[src/rtl/stopwatch_ctrl.sv]
// Run-control sequencer for the stopwatch counter chain: button conditioning, run FSM, tick prescaler.
// Optional DEBOUNCE_EN inserts a DB_CYCLES-sample debouncer between synchronizer and edge detector.
module stopwatch_ctrl #(
    parameter int unsigned DIV       = 250000,
    parameter int unsigned PW        = 18,
    parameter int unsigned DB_CYCLES = 65536,
    parameter int unsigned DBW       = 17
) (
    input  logic       clk,
    input  logic       reset_n,
    input  logic       btn_start,
    input  logic       btn_lap,
    input  logic       btn_clr,
    output logic       tick_en,
    output logic       cnt_clr,
    output logic       disp_hold,
    output logic [1:0] state
);

    localparam int unsigned NBTN = 3;

    typedef enum logic [1:0] {
        ST_IDLE  = 2'b00,
        ST_RUN   = 2'b01,
        ST_PAUSE = 2'b10,
        ST_LAP   = 2'b11
    } state_t;

    // Elaboration-time guard against a prescaler or debounce counter too narrow for its terminal count
    if (DIV < 2 || (64'(1) << PW) < 64'(DIV) || (64'(1) << DBW) <= 64'(DB_CYCLES)) begin : g_param_check
        $error("stopwatch_ctrl: illegal DIV/PW/DB_CYCLES/DBW combination");
    end

    logic [NBTN-1:0] btn_raw;
    logic [NBTN-1:0] sync1;
    logic [NBTN-1:0] sync2;
    logic [NBTN-1:0] level;
    logic [NBTN-1:0] level_d;
    logic [NBTN-1:0] cmd;

    assign btn_raw = {btn_clr, btn_lap, btn_start};

    // Two-flop synchronizers for the asynchronous push-buttons
    always_ff @(posedge clk) begin
        if (!reset_n) begin
            sync1 <= '0;
            sync2 <= '0;
        end else begin
            sync1 <= btn_raw;
            sync2 <= sync1;
        end
    end

`ifdef DEBOUNCE_EN
    logic [DBW-1:0]  db_cnt [NBTN];
    logic [NBTN-1:0] db_level;

    // Filtered level flips only after DB_CYCLES consecutive samples disagreeing with it
    always_ff @(posedge clk) begin
        if (!reset_n) begin
            db_level <= '0;
            for (int i = 0; i < int'(NBTN); i++) begin
                db_cnt[i] <= '0;
            end
        end else begin
            for (int i = 0; i < int'(NBTN); i++) begin
                if (sync2[i] == db_level[i]) begin
                    db_cnt[i] <= '0;
                end else if (db_cnt[i] == DBW'(DB_CYCLES - 1)) begin
                    db_level[i] <= sync2[i];
                    db_cnt[i]   <= '0;
                end else begin
                    db_cnt[i] <= db_cnt[i] + DBW'(1);
                end
            end
        end
    end

    assign level = db_level;
`else
    assign level = sync2;
`endif

    // Registered rising-edge detect: one cmd pulse per press regardless of hold time
    always_ff @(posedge clk) begin
        if (!reset_n) begin
            level_d <= '0;
            cmd     <= '0;
        end else begin
            level_d <= level;
            cmd     <= level & ~level_d;
        end
    end

    logic cmd_start;
    logic cmd_lap;
    logic cmd_clr;

    assign cmd_start = cmd[0];
    assign cmd_lap   = cmd[1];
    assign cmd_clr   = cmd[2];

    state_t        state_q;
    state_t        state_d;
    logic [PW-1:0] presc_q;
    logic [PW-1:0] presc_d;
    logic          tick_d;
    logic          clr_d;
    logic          run_now;
    logic          run_next;

    assign run_now  = (state_q == ST_RUN) || (state_q == ST_LAP);
    assign run_next = (state_d == ST_RUN) || (state_d == ST_LAP);

    // Next-state, prescaler and pulse decode; start outranks clr, clr outranks lap
    always_comb begin
        state_d = state_q;
        presc_d = presc_q;
        tick_d  = 1'b0;
        clr_d   = 1'b0;

        case (state_q)
            ST_IDLE: begin
                if (cmd_start) begin
                    state_d = ST_RUN;
                end else if (cmd_clr) begin
                    clr_d = 1'b1;
                end
            end
            ST_RUN: begin
                if (cmd_start) begin
                    state_d = ST_PAUSE;
                end else if (cmd_lap) begin
                    state_d = ST_LAP;
                end
            end
            ST_LAP: begin
                if (cmd_start) begin
                    state_d = ST_PAUSE;
                end else if (cmd_lap) begin
                    state_d = ST_RUN;
                end
            end
            ST_PAUSE: begin
                if (cmd_start) begin
                    state_d = ST_RUN;
                end else if (cmd_clr) begin
                    clr_d   = 1'b1;
                    state_d = ST_IDLE;
                end
            end
            default: begin
                state_d = ST_IDLE;
            end
        endcase

        // Counting needs both current and next state running, so no tick leaks into PAUSE/IDLE
        if (state_q == ST_IDLE && state_d == ST_RUN) begin
            presc_d = '0;
        end else if (run_now && run_next) begin
            presc_d = (presc_q == PW'(DIV - 1)) ? '0 : presc_q + PW'(1);
            tick_d  = (presc_d == PW'(DIV - 1));
        end
    end

    always_ff @(posedge clk) begin
        if (!reset_n) begin
            state_q <= ST_IDLE;
            presc_q <= '0;
            tick_en <= 1'b0;
            cnt_clr <= 1'b0;
        end else begin
            state_q <= state_d;
            presc_q <= presc_d;
            tick_en <= tick_d;
            cnt_clr <= clr_d;
        end
    end

    assign state     = 2'(state_q);
    assign disp_hold = (state_q == ST_LAP);

endmodule

[config.mk]
export PLATFORM = sky130hd
export DESIGN_NAME = stopwatch_ctrl
export DESIGN_NICKNAME = d
export VERILOG_FILES = /design/src/rtl/stopwatch_ctrl.sv
export SDC_FILE = /design/constraint.sdc
export NUM_CORES = 1
export LEC_CHECK = 0
export ABC_CLOCK_PERIOD_IN_PS = 3800
export CAP_MARGIN = 10
export CORE_MARGIN = 2
export CORE_UTILIZATION = 60
export CTS_CLUSTER_DIAMETER = 120
export DETAILED_ROUTE_END_ITERATION = 10
export DONT_BUFFER_PORTS = 1
export HOLD_SLACK_MARGIN = 0.05
export PLACE_DENSITY = 0.76
export SLEW_MARGIN = 40
export SYNTH_ARGS = -nofsm -noshare
export SYNTH_HDL_FRONTEND = slang
export SYNTH_SLANG_ARGS = --single-unit
[constraint.sdc]
create_clock -name clk -period 3.8 [get_ports clk]
set_input_delay 0.19 -clock clk [delete_from_list [all_inputs] [get_ports clk]]
set_output_delay 0.19 -clock clk [all_outputs]
set_load 0.01 [all_outputs]
; ---- After elaboration in Yosys (flattened, before gate mapping)
; Cells that the tools add are included.
[classes]
addsub = 1
multipliers = 0
div_mod_pow = 0
n_lt_le_gt_ge = 0
eq_ne = 7
n_shift = 0
muxes = 10
n_bitwise = 5
reduce_logical = 9
[op_table]
columns = cell, count
row1 = $eq A18 B18 Y1 const B, 2
row2 = $add A18 B1 Y18 const B, 1
row3 = $mux W18, 1
row4 = $mux W2, 7
row5 = $pmux W2 S4, 1
row6 = $eq A2 B2 Y1 const B, 3
row7 = $reduce_or A3 Y1, 2
row8 = $eq A2 B1 Y1 const B, 2
row9 = $reduce_or A2 Y1, 2
row10 = $and A3 B3 Y3, 1
row11 = $not A1 Y1, 3
row12 = $not A3 Y3, 1
row13 = $logic_and A1 B1 Y1, 2
row14 = $logic_not A2 Y1, 1
row15 = $logic_or A1 B1 Y1, 2
row16 = $mux W1, 1
[word_totals]
register_bits = 34
latch_bits = 0
ram_bits = 0
mem_bits_ro = 0
out_inout_bits = 5
memories = 0

; ---- Depth between registers and ports, before layout
; Gate-level depths: netlist of run 1.
[depth]
word_depth = 8
mapped_depth = 8
mapped_depth_nobuf = 7

; ---- Worst setup path before layout of run 1
; No wires, ideal clock.
[synth_path]
kind = register to register
from = reg presc_q[0]
to = reg presc_q[17]
setup_ns = 0.128
t_arrival_ns = 1.615
required_ns = 3.672
slack_ns = 2.058
path_stages_with_launch = 8
path_buffers = 1
period_less_slack_ns = 1.742
cell_sequence = dfxtp_1 ha_1 nand3_1 nor4_4 buf_6 o21ai_0 a22oi_1 nor2_1
[synth_between]
elab_chain_cells = 2
word_cells_on_any_way = 3
cone_classes = add/sub: 1 / eq/ne: 1 / mux: 1
[synth_rtl]
columns = element, line_no
row1 = "start, declared", 105  ; logic [PW-1:0] presc_q;
row2 = "start signal, assigned", 174  ; presc_q <= presc_d;
row3 = $add A18 B1 Y18 / $eq A18 B18 Y1 (equally long branches), 161  ; presc_d = (presc_q == PW'(DIV - 1)) ? '0 : presc_q + PW'(1);
row4 = $mux W18 *, 161
; Mark *: on every way between the ends. The rest lies on a longest branch, timed or not.
; A chain may end at the register's enable or synchronous reset.

; ---- Final worst setup path of run 1
[layout_path]
from = reg presc_q[0]
to = reg presc_q[4]
; The elaborated chain is that of the path after synthesis.

==> impl_results.md, run 1 <==
* Fin util at 0.645
* Period Utilization, post-route at 0.569
* Switch Pwr at 0.128 mW
* Power, Total at 0.565 mW
* Most used DFF post-synth: dfxtp_1
* Final Skew at 0.00624 ns
* Outcome: complete, no violations
* Nets at 201
* Post-DR vias/cell at 6.06
* Crit Path Max Fanout at 14
* Worst Hold Endpoint: tick_en$_SDFF_PP0_
* Yosys reg bits at 34
* DP Wirelength at 2170 um
* Post-CTS setup buffers at 0
* Crit-path leading delay family: simple AND/OR/NAND/NOR gates
* Pleak at 0.601 nW
* FF-to-FF Start: presc_q[0]$_SDFFE_PP0P_
* GRT Util Overall at 0.226
* Number of max-cap violations at 0
* Post-synth EDFFs at 0
* Hold path startpoint: reset_n
* Nature of the critical path endpoint: register
* Worst slew margin at 0.590
* Synth area leaders: dfxtp_1 41%, and2_1 4.1%, a21oi_1 3.9%, nor2_1 3.8%, xor2_1 3.7%
* Least-Margin Pin Slew at 0.611 ns
* Synth Cell Area at 1670 um^2
* Max-slew violations at 0
* Via count at 1370
* Final setup margin at 1.64 ns
* R2R setup slack at 1.64 ns
* FF-to-FF End: presc_q[4]$_SDFFE_PP0P_
* Dpl cell area at 1640 um^2
* Clock Sinks at 34
* Sequential share of the synthesized area at 0.409
* Synth Warn # at 0
* Top cell type's share of synthesized area at 0.409
* H-Tree Depth at 2
* Worst VDD drop at 0.308 mV
* Cell Int Power at 0.437 mW
* RePlAce Congestion at 0.908
* Sw Share at 0.226
* Arrival time worst endpoint at 2.38 ns
* Port bufs at 0
* Clock buffer depth at 2
* Ant diodes at 0
* Fin. Hold Viols at 0
* Hold Crit Depth at 4
* GRT overflow at 0
* Post-synthesis async set-or-reset flop share at 0
* Synth Instances at 195
* PostCTS Resize Cnt at 0
* Clock power share at 0.319
* PwrDens at 326 nW/um^2
* Antenna viol nets, final at 0
* DRT iter0 DRCs at 51
* Die H at 56.7 um
* DR pass1 iterations at 4
* Setup crit start kind: register
* Wirelength per Cell at 13.9 um
* Setup TNS at 0 ns
* Die ar. at 3210 um^2
* DRC at 0
* Core footprint at 2690 um^2
* Largest net degree at the start of global routing at 19
* FP Rows at 19
* Most common library cells after synthesis: 34 x dfxtp_1, 17 x nor2_1, 13 x a21oi_1
* Comb pwr share at 0.036
* Post-Route WL at 3130 um
* Area leader, netlist: dfxtp_1
* CTS buffer count at 5
* Max stage delay on crit path at 0.66 ns
* Initial core utilization at 0.620
* Worst hold path type: in2reg
* I/O pins at 10
* Worst path buffer plus inverter count at 0
* First-pass GRT wire length at 5660 um
* Vias in the first global route at 1240
* Part of the power in registers at 0.646
* Hold buffers post-CTS at 4
* Crit path time final at 2.16 ns
* Number of fill cells at 236
* Unrepaired setup endpoints after global routing: no
* CTS tree: built
* Syn nets at 201
* Clock transition at the registers of the reported paths at 0.10 ns
* Mean Syn Cell Area at 8.54 um^2
* Share of cells above drive strength 1 at 0.0615
* Count of final setup violators at 0
* CTS root buffer: clkbuf_4
* Clk Latency, worst-skew pair at 0.34 ns
* Worst slack, placed at 1.65 ns
* Design area at 1730 um^2
* Max frequency at 462 MHz
* Crit-path slowest cell: nor4_4
* CP required at 4.01 ns
* Die X at 56.7 um
* Critical Path, Cell by Cell: ha_1 > nand3_1 > nor4_4 > nor2_1 > a21oi_1 > a311oi_1
* Netlist cell types at 40
* Area Overhead vs Synth at 3.98%
* Initial antenna violation count at 0
* Setup CP Type: reg2reg
* Register-to-Register Path Depth at 6
* Count leader, synth: dfxtp_1
## power by group through the flow
stage,Sequential (mW),Clock [mW],Combinational (mW)
after CTS,0.365,0.184,0.0201
after global routing,0.366,0.198,0.0225
final,0.365,0.180,0.0201
after detailed placement,0.373,0,0.0158
after global placement,0.373,0,0.0155
after floorplan,0.372,0,0.0127
## sequential cells by signal (all words and copies together) (netlist names)
name / cells
cmd: 3
sync1: 3
cnt_clr: 1
tick_en: 1
level: 3
presc_q: 18
level_d: 3
state: 2
## tightest hold or removal path, delay by kind of cell
family        cells  cell delay, ns
simple gates      4            0.23
## logic make-up after synthesis
group | after synthesis | synth area share
simple gates | 99 | 0.354
compound gates | 38 | 0.135
flops | 34 | 0.409
buf+inv | 14 | 0.0473
xor+xnor | 9 | 0.0473
fa+ha+maj | 1 | 0.00751
## layout by cell type, fill, tap and decap left out, types with 3 or more instances in the layout
cell type / synthesis / layout
a21oi_1: 13 / 13
and2_1: 11 / 11
and2b_1: 3 / 3
and3_1: 3 / 3
and4_1: 3 / 3
clkbuf_4: 0 / 5
dfxtp_1: 34 / 34
dlygate4sd3_1: 0 / 4
nand2_1: 12 / 12
nand2b_1: 4 / 4
nand3_1: 8 / 8
nand3b_1: 3 / 3
nand4_1: 7 / 7
nor2_1: 17 / 17
nor2b_1: 9 / 9
nor3_1: 4 / 4
nor4_1: 3 / 3
o21ai_0: 11 / 11
or3_1: 5 / 5
xor2_1: 7 / 7
## per-stage QoR
step / instances / hold slack, ns
final: 226 / 0.129
after global routing: 226 / 0.153
after CTS: 226 / 0.123
after detailed placement: 215 / 0.315
after global placement: 215 / 0.315
after floorplan: 195 / 0.317
## metal layers
layer	routed length [um]	GRT usage
met1	1500	0.304
met2	1420	0.337
met3	166	0.0737
met4	46	0.0782
met5	0	0
## layout make-up
cell class | count | area [um^2] | share of cell area
clock buffer | 5 | 37.5 | 0.0217
multi-input combinational | 147 | 906 | 0.523
inverter | 1 | 3.75 | 0.00217
clock inverter | 2 | 10.0 | 0.00578
timing repair buffer | 6 | 55.1 | 0.0318
tap | 31 | 38.8 | 0.0224
sequential | 34 | 681 | 0.393
## how the worst max path moves through the flow
stage                               end  cells after the start  slack (ns)                     from
6_report        presc_q[4]$_SDFFE_PP0P_                      6        1.64  presc_q[0]$_SDFFE_PP0P_
5_1_grt              tick_en$_SDFF_PP0_                      6        1.30  presc_q[0]$_SDFFE_PP0P_
4_1_cts         presc_q[4]$_SDFFE_PP0P_                      6        1.64  presc_q[0]$_SDFFE_PP0P_
3_5_place_dp    presc_q[4]$_SDFFE_PP0P_                      6        1.65  presc_q[0]$_SDFFE_PP0P_
3_3_place_gp    presc_q[4]$_SDFFE_PP0P_                      6        1.71  presc_q[0]$_SDFFE_PP0P_
2_1_floorplan  presc_q[17]$_SDFFE_PP0P_                      7        2.06  presc_q[0]$_SDFFE_PP0P_
No activity file was read; power rests on OpenSTA's default activity.
==> run 2, diff against run 1 <==
--- a/config.mk
+++ b/config.mk
@@ -5,15 +5,15 @@
 export SDC_FILE = /design/constraint.sdc
 export NUM_CORES = 1
 export LEC_CHECK = 0
-export ABC_CLOCK_PERIOD_IN_PS = 3800
+export ABC_CLOCK_PERIOD_IN_PS = 1850
 export CAP_MARGIN = 10
 export CORE_MARGIN = 2
-export CORE_UTILIZATION = 60
+export CORE_UTILIZATION = 55
 export CTS_CLUSTER_DIAMETER = 120
 export DETAILED_ROUTE_END_ITERATION = 10
 export DONT_BUFFER_PORTS = 1
 export HOLD_SLACK_MARGIN = 0.05
-export PLACE_DENSITY = 0.76
+export PLACE_DENSITY = 0.73
 export SLEW_MARGIN = 40
 export SYNTH_ARGS = -nofsm -noshare
 export SYNTH_HDL_FRONTEND = slang
==> constraint.sdc (replaced) <==
create_clock -name clk -period 1.85 [get_ports clk]
set_input_delay 0.0925 -clock clk [delete_from_list [all_inputs] [get_ports clk]]
set_output_delay 0.0925 -clock clk [all_outputs]
set_load 0.01 [all_outputs]
==> run 2 against run 1 <==
Effect of this change:
- the run now ends with negative setup slack left
- final cell count increased by 8.0%
- clock-buffer cell count unchanged
- worst setup slack got worse by 1.6 ns
- worst hold slack got worse by 0.053 ns
- non-clock buffer count increased by 17
- via count increased by 5.1%
- combinational power increased by 130%
- utilization increased by 4.6 points
- cell area increased by 12%
- sequential share of layout area decreased by 4.0 points
- clock skew increased by 0.0012 ns
==> impl_results.md, run 2 (synthesis results as in run 1) <==
* Outcome: finished with violations
* Ant diodes at 0
* CTS tree: built
* Design area at 1940 um^2
* Number of max-cap violations at 0
* CP required at 2.09 ns
* Pleak at 0.700 nW
* GRT met2 Usage at 0.392
* DRC at 0
* Max frequency at 538 MHz
* Worst path buffer plus inverter count at 1
* Clock transition at the registers of the reported paths at 0.11 ns
* Met3 GRT Util at 0.0546
* Dpl cell area at 1760 um^2
* GRT overflow at 0
* Hold path startpoint: reset_n
* Arrival time worst endpoint at 2.09 ns
* Worst slack, placed at -0.0892 ns
* Crit Path Max Fanout at 5
* DP Wirelength at 2550 um
* Die H at 59.0 um
* M1 GR Usage at 0.308
* FF-to-FF Start: presc_q[0]$_SDFFE_PP0P_
* Period Utilization, post-route at 1.00
* Count of final setup violators at 1
* Vias in the first global route at 1412
* I/O pins at 10
* Crit-path slowest cell: dfxtp_1
* Max stage delay on crit path at 0.36 ns
* Least-Margin Pin Slew at 0.322 ns
* Critical Path, Cell by Cell: buf_4 > and4_2 > nand4_1 > or2_1 > o31a_1 > nor4_2
* Nature of the critical path endpoint: register
* Largest net degree at the start of global routing at 19
* Max-slew violations at 0
* Clk Latency, worst-skew pair at 0.34 ns
* Minimum hold slack at 0.0757 ns
* Setup crit start kind: register
* Die ar. at 3480 um^2
* PwrDens at 692 nW/um^2
* Max reg flops at 18
* Post-Route WL at 3770 um
* Area Overhead vs Synth at 16.3%
* Worst hold path type: in2reg
* First-pass GRT wire length at 6250 um
* Worst VDD drop at 0.605 mV
* Top Usage Layer GRT: met2
* Most frequent cells in the layout: 31 x dfxtp_1, 19 x buf_4, 16 x nor2_1
* CTS root buffer: clkbuf_4
* Via count at 1440
* Nets at 218
* Worst slew margin at 0.785
* Unrepaired setup endpoints after global routing: yes
* Initial core utilization at 0.594
* Port bufs at 0
* Top reg by flops: presc_q
* Antenna viol nets, final at 0
* Final Skew at 0.00742 ns
* Setup TNS at -0.00880 ns
* FP Rows at 19
* Crit-path leading delay family: simple AND/OR/NAND/NOR gates
* Setup CP Type: reg2reg
* Core footprint at 2810 um^2
* Wirelength per Cell at 15.4 um
* Crit path time final at 1.86 ns
* Fin util at 0.690
* Commonest non-fill, non-tap cell in the layout: dfxtp_1
* Clock buffer depth at 2
* GRT Util Overall at 0.239
* Post-DR vias/cell at 5.90
* H-Tree Depth at 2
* Initial antenna violation count at 0
* DRT iter0 DRCs at 77
* Die X at 59.0 um
* Fin. Hold Viols at 0
* DR pass1 iterations at 4
* Clock Sinks at 34
* CTS buffer count at 5
* RePlAce Congestion at 0.997
* Critical Path Source: presc_q[0]$_SDFFE_PP0P_
* Failing checks: negative setup slack
* Share of cells above drive strength 1 at 0.192
* Final setup margin at -0.00880 ns
[run 2: cell count changes in the layout (fill, tap and decap cells not counted), sizes merged]
cell	delta
buf	+17
bufinv	+1
clkinv	-2
clkinvlp	+2
[run 2: through the flow]
stage	std cells	total power, mW
after CTS	244	1.35
after floorplan	195	0.791
after detailed placement	231	0.803
after global placement	231	0.801
after global routing	244	1.39
final	244	1.34
[run 2: power breakdown]
part / internal, mW / switching [mW]
sequential: 0.743 / 0.00600
clock: 0.283 / 0.261
combinational: 0.0206 / 0.0266
total: 1.05 / 0.294
[run 2: cell type report]
| cell class | count | area, um^2 |
|---|---|---|
| Clock buffer | 5 | 37.5 |
| Clock inverter | 3 | 45.0 |
| Fill cell | 243 | 868 |
| Inverter | 1 | 3.75 |
| Multi-Input combinational cell | 147 | 945 |
| Sequential cell | 34 | 684 |
| Tap cell | 31 | 38.8 |
| Timing Repair Buffer | 23 | 183 |
[run 2: what timing repair did]
| item | CTS | global route |
|---|---|---|
| hold buffers | 4 | 0 |
| gates resized for setup | 6 | 7 |
| endpoints found under the hold margin | 15 | 0 |
| setup buffers | 1 | 0 |
| pin swaps | 1 | 1 |
| endpoints found under the setup margin | 6 | 7 |
[run 2: final timing paths]
path / end / slack (ns) / cells past startpoint
worst max-delay path: tick_en$_SDFF_PP0_ / -0.009 / 6
worst min-delay path: tick_en$_SDFF_PP0_ / 0.08 / 4
worst max register to register: tick_en$_SDFF_PP0_ / -0.009 / 6
worst min register to register: cmd[2]$_SDFF_PN0_ / 0.40 / 1
[run 2: worst register-to-register path: cells and delay by family (launching register included)]
| family | cells | cell delay [ns] |
|---|---|---|
| AOI/OAI and AO/OA | 1 | 0.25 |
| buffers and inverters | 1 | 0.13 |
| DFF | 1 | 0.36 |
| and+or+nand+nor | 4 | 1.01 |
[run 2: per-layer routing]
| metal | up-vias | routed length, um |
|---|---|---|
| li1 | 730 | - |
| met1 | 679 | 1780 |
| met2 | 25 | 1810 |
| met3 | 6 | 147 |
| met4 | 0 | 34 |
| met5 | - | 0 |
